$ cat src/rtl/div_unit.sv
// Radix-2 restoring divider for DIV/DIVU: one quotient bit per cycle, with a
// start/ready handshake to the EX stall logic and an annul input for flushes.
module div_unit #(
    parameter int DATA_W = 32
) (
    input  logic                  clk,
    input  logic                  rst,
    input  logic                  signed_div_i,
    input  logic [DATA_W-1:0]     opdata1_i,
    input  logic [DATA_W-1:0]     opdata2_i,
    input  logic                  start_i,
    input  logic                  annul_i,
    output logic [2*DATA_W-1:0]   result_o,
    output logic                  ready_o
);

    localparam int CNT_W = $clog2(DATA_W + 1);

    typedef enum logic [1:0] {
        ST_FREE,
        ST_BYZERO,
        ST_ON,
        ST_END
    } state_t;

    state_t                r_state;
    state_t                w_next_state;
    logic [CNT_W-1:0]      r_cnt;
    logic [2*DATA_W:0]     r_work;
    logic [DATA_W-1:0]     r_divisor;
    logic                  r_neg_q;
    logic                  r_neg_r;
    logic [2*DATA_W-1:0]   r_result;
    logic                  r_ready;

    logic [DATA_W-1:0]     w_abs_a;
    logic [DATA_W-1:0]     w_abs_b;
    logic [DATA_W:0]       w_diff;
    logic [DATA_W-1:0]     w_quot;
    logic [DATA_W-1:0]     w_rem;
    logic                  w_go;
    logic                  w_last;

    assign w_go    = start_i && !annul_i;
    assign w_last  = (r_cnt == CNT_W'(DATA_W));
    assign w_abs_a = (signed_div_i && opdata1_i[DATA_W-1]) ? -opdata1_i : opdata1_i;
    assign w_abs_b = (signed_div_i && opdata2_i[DATA_W-1]) ? -opdata2_i : opdata2_i;
    // The partial remainder always stays below the divisor, so the low DATA_W
    // bits of a non-negative difference hold it exactly.
    assign w_diff  = r_work[2*DATA_W:DATA_W] - {1'b0, r_divisor};
    assign w_quot  = r_work[DATA_W-1:0];
    assign w_rem   = r_work[2*DATA_W:DATA_W+1];

    // NOTE: every variable assigned in always_comb gets a default first, so no
    // path through the case can leave it unassigned and infer a latch.
    always_comb begin
        w_next_state = r_state;
        case (r_state)
            ST_FREE:   if (w_go) w_next_state = (opdata2_i == '0) ? ST_BYZERO : ST_ON;
            ST_BYZERO: w_next_state = annul_i ? ST_FREE : ST_END;
            ST_ON:     if (annul_i) w_next_state = ST_FREE;
                       else if (w_last) w_next_state = ST_END;
            ST_END:    if (annul_i || !start_i) w_next_state = ST_FREE;
            default:   w_next_state = ST_FREE;
        endcase
    end

    // NOTE: sequential state uses non-blocking assignments so every register
    // samples the pre-edge values regardless of statement order.
    always_ff @(posedge clk or negedge rst) begin
        if (!rst) begin
            r_state <= ST_FREE;
        end else begin
            r_state <= w_next_state;
        end
    end

    always_ff @(posedge clk or negedge rst) begin
        if (!rst) begin
            r_cnt     <= '0;
            r_work    <= '0;
            r_divisor <= '0;
            r_neg_q   <= 1'b0;
            r_neg_r   <= 1'b0;
            r_result  <= '0;
            r_ready   <= 1'b0;
        end else begin
            case (r_state)
                ST_FREE: begin
                    r_result <= '0;
                    r_ready  <= 1'b0;
                    if (w_go && opdata2_i != '0) begin
                        r_work    <= {{DATA_W{1'b0}}, w_abs_a, 1'b0};
                        r_divisor <= w_abs_b;
                        r_neg_q   <= signed_div_i && (opdata1_i[DATA_W-1] ^ opdata2_i[DATA_W-1]);
                        r_neg_r   <= signed_div_i && opdata1_i[DATA_W-1];
                        r_cnt     <= '0;
                    end
                end
                ST_BYZERO: begin
                    r_result <= '0;
                    r_ready  <= !annul_i;
                end
                ST_ON: begin
                    if (annul_i) begin
                        r_result <= '0;
                        r_ready  <= 1'b0;
                    end else if (!w_last) begin
                        if (w_diff[DATA_W]) begin
                            r_work <= {r_work[2*DATA_W-1:0], 1'b0};
                        end else begin
                            r_work <= {w_diff[DATA_W-1:0], r_work[DATA_W-1:0], 1'b1};
                        end
                        r_cnt <= r_cnt + CNT_W'(1);
                    end else begin
                        r_result <= {r_neg_r ? -w_rem : w_rem, r_neg_q ? -w_quot : w_quot};
                        r_ready  <= 1'b1;
                    end
                end
                ST_END: begin
                    if (annul_i || !start_i) begin
                        r_result <= '0;
                        r_ready  <= 1'b0;
                    end
                end
                default: begin
                    r_result <= '0;
                    r_ready  <= 1'b0;
                end
            endcase
        end
    end

    assign result_o = r_result;
    assign ready_o  = r_ready;

endmodule
$ cat config.mk
export PLATFORM = sky130hd
export DESIGN_NAME = div_unit
export DESIGN_NICKNAME = d
export VERILOG_FILES = /design/src/rtl/div_unit.sv
export SDC_FILE = /design/constraint.sdc
export NUM_CORES = 1
export LEC_CHECK = 0
export BUFFER_PORTS_ARGS = -buffer_cell sky130_fd_sc_hd__buf_4
export CAP_MARGIN = 20
export CELL_PAD_IN_SITES_DETAIL_PLACEMENT = 1
export CELL_PAD_IN_SITES_GLOBAL_PLACEMENT = 2
export CORE_ASPECT_RATIO = 1.5
export CORE_UTILIZATION = 39
export CTS_BUF_LIST = sky130_fd_sc_hd__clkbuf_2
export DETAILED_ROUTE_END_ITERATION = 10
export PLACE_DENSITY = 0.93
export SYNTH_ARGS = -nofsm -noshare
export SYNTH_HDL_FRONTEND = slang
export SYNTH_SLANG_ARGS = --single-unit
export TNS_END_PERCENT = 10
$ cat constraint.sdc
create_clock -name clk -period 5.4 [get_ports clk]
set_input_delay 1.08 -clock clk [delete_from_list [all_inputs] [get_ports clk]]
set_output_delay 1.08 -clock clk [all_outputs]
set_load 0.05 [all_outputs]
==> metrics.txt <==
Max Freq 0.247 GHz; DRT Wirelength 31400 um; PD cells 375 nW/um^2; Pleak 0.00588 uW; clock root buffer clkbuf_2; GRT Overall Usage 22.3%; dominant synthesized flop cell dfrtp_1; first-pass detailed-route iteration total 4; CTS resizes 0; core area 28100 um^2; DR iter-0 viols 262; postcts setup bufs 0; top post-synthesis cells by count nand2_1, o21ai_0, dfrtp_1, a21oi_1, nor2_1; final period utilization 75.1%; main combinational cell family by area after synthesis compound AO/OA/AOI/OAI gates; slowest stage delay, CP 520 ps; Arrival @ worst endpoint 4830 ps; Worst slew margin 32.9%; Final Skew 30.4 ps; Die W 140 um; crit-path cells inv_1, fa_1, nand2b_1, a211oi_1, o21ai_0, a31oi_1, o221ai_1, xnor2_2, buf_4, mux2i_1, a22o_1; hold slack 345 ps; actual slew at the worst max-slew pin 1010 ps; Overflow after GRT 0; Max Root-Sink Buffers 2; Total Power 4800 uW; count leader, synth nand2_1; vias per cell 5.52; largest cells by area after synthesis dfrtp_1, o21ai_0, nand2_1; share of the synthesized area in the top cell type 38.5%; HP Class in2async; site row count 75; Post-synth ARST share 100%; dpl hpwl 24300 um; Setup crit end kind flip-flop; first-pass GRT wire length 52200 um; H-tree levels 4; DIE AREA 29400 um^2; vias in the first global route 10300; Final min period 4050 ps; Max Slew Vio Count 0; simple-gate share of the synthesized area 17.8%; clock buffer count from CTS 17; NumNets Final 1568; post-synthesis compound-gate area fraction 21.5%; layout cells sized above 1 13.3%; Synth area leader dfrtp_1; final hold violations 0; syn_nets 1463; CP startpoint kind flip-flop; post-synthesis register bit count 172; post-synthesis mux area share 2.43%; sequential share of the synthesized area 38.5%; CTS sink cnt 172; Yosys warnings 0; largest net degree at the start of global routing 108; RSZ-0062 raised after global routing no; Post-Synth Adder-Cell Area 4.88%; Clk pin slew, worst setup/hold paths 230 ps; Mean Syn Cell Area 8.28 um^2; Max Cap Violations 0; die span in y 209 um; status complete, no violations; Yosys cell types 60; worst-skew pair later-pin latency 820 ps; WP data required 6180 ps; routability congestion estimate 0.894; design area 12800 um^2; Area growth syn-to-layout 14.4%; VDD IR max 145 uV; post-layout util 45.6%; DRC viols 0; Hold Buf Count CTS 0; routed via count 10000; initial antenna violation count 1; Initial Utilization 39.8%; Setup CP Type reg2reg; placed instance area 12500 um^2; XOR/XNOR share of the synthesized area 10.8%; critical path fanouts, max 42; Antenna Nets Post-Route 0; final setup TNS 0 ps; Synth Cell Area 11200 um^2; CTS tree done; drt wl/cell 17.3 um; I/O pin cnt 134; Mapped Cells 1351; EDFF count, synth 0; final setup vio count 0; port bufs 133; Critical Path Slowest Stage Cell dfrtp_1
## critical path, delay by kind of cell, from the launching register on
family	cells	cell delay (ps)
buf+inv	2	630
compound gates	5	1520
simple gates	1	230
mux	1	430
fa+ha+maj	1	450
flops	1	520
xor+xnor	1	210
## metal layers
| layer | vias to the layer above | share of wire [%] | GRT usage [%] |
|---|---|---|---|
| met2 | 164 | 53 | 41.2 |
| li1 | 4926 | - | - |
| met1 | 4873 | 41 | 25.7 |
| met4 | 0 | 3.4 | 10.4 |
| met5 | - | 0 | 0 |
| met3 | 51 | 2.2 | 2.28 |
## cells by family after synthesis
group,count (synthesis)
compound gates,414
xor+xnor,138
fa+ha+maj,43
buf+inv,119
flops,172
mux,27
simple gates,438
## path summary, 6_finish.rpt
kind                                end  cells after the start  slack (ps)          from
hold / removal             result_o[29]                      1         340           rst
max in group asynchronous    r_work[14]                      2        3880           rst
min in group clk           result_o[15]                      2         500  result_o[15]
setup / recovery             r_work[34]                     11        1350    r_work[33]
setup reg to reg             r_work[34]                     11        1350    r_work[33]
hold reg to reg            result_o[15]                      2         500  result_o[15]
## power breakdown
| part | internal [uW] | switching (uW) | total, uW |
|---|---|---|---|
| Clock | 300 | 443 | 743 |
| Combinational | 806 | 1400 | 2210 |
| Sequential | 1570 | 272 | 1850 |
| Total | 2680 | 2120 | 4800 |
## per-stage QoR
stage          worst slack, ps  cells
2_1_floorplan             1650   1351
4_1_cts                   1270   1814
3_5_place_dp               820   1783
6_report                  1350   1815
3_3_place_gp               913   1783
5_1_grt                   1120   1815
## final cells by class
cell class,instances,area (um^2)
Tap cell,346,433
Fill cell,3396,15300
Antenna cell,1,2.50
Clock inverter,11,150
Clock buffer,20,100
Multi-Input combinational cell,1060,6440
Inverter,54,203
Timing Repair Buffer,151,1160
Sequential cell,172,4300
## state kept, by name, indices dropped and copies added (netlist names)
signal,flops
r_cnt,6
r_divisor,32
r_neg_q,1
r_neg_r,1
r_state,2
r_work,65
ready_o,1
result_o,64
## cell usage in the layout, fill, tap and decap left out, types with 26 or more instances in the layout
| cell | n |
|---|---|
| nand2_1 | 210 |
| xnor2_1 | 52 |
| xor2_1 | 85 |
| a21oi_1 | 122 |
| o21ai_0 | 178 |
| buf_4 | 148 |
| dfrtp_1 | 172 |
| mux2i_1 | 26 |
| ha_1 | 41 |
| inv_1 | 54 |
| nor2_1 | 100 |
Note: power is estimated with default switching activity, not from simulation.
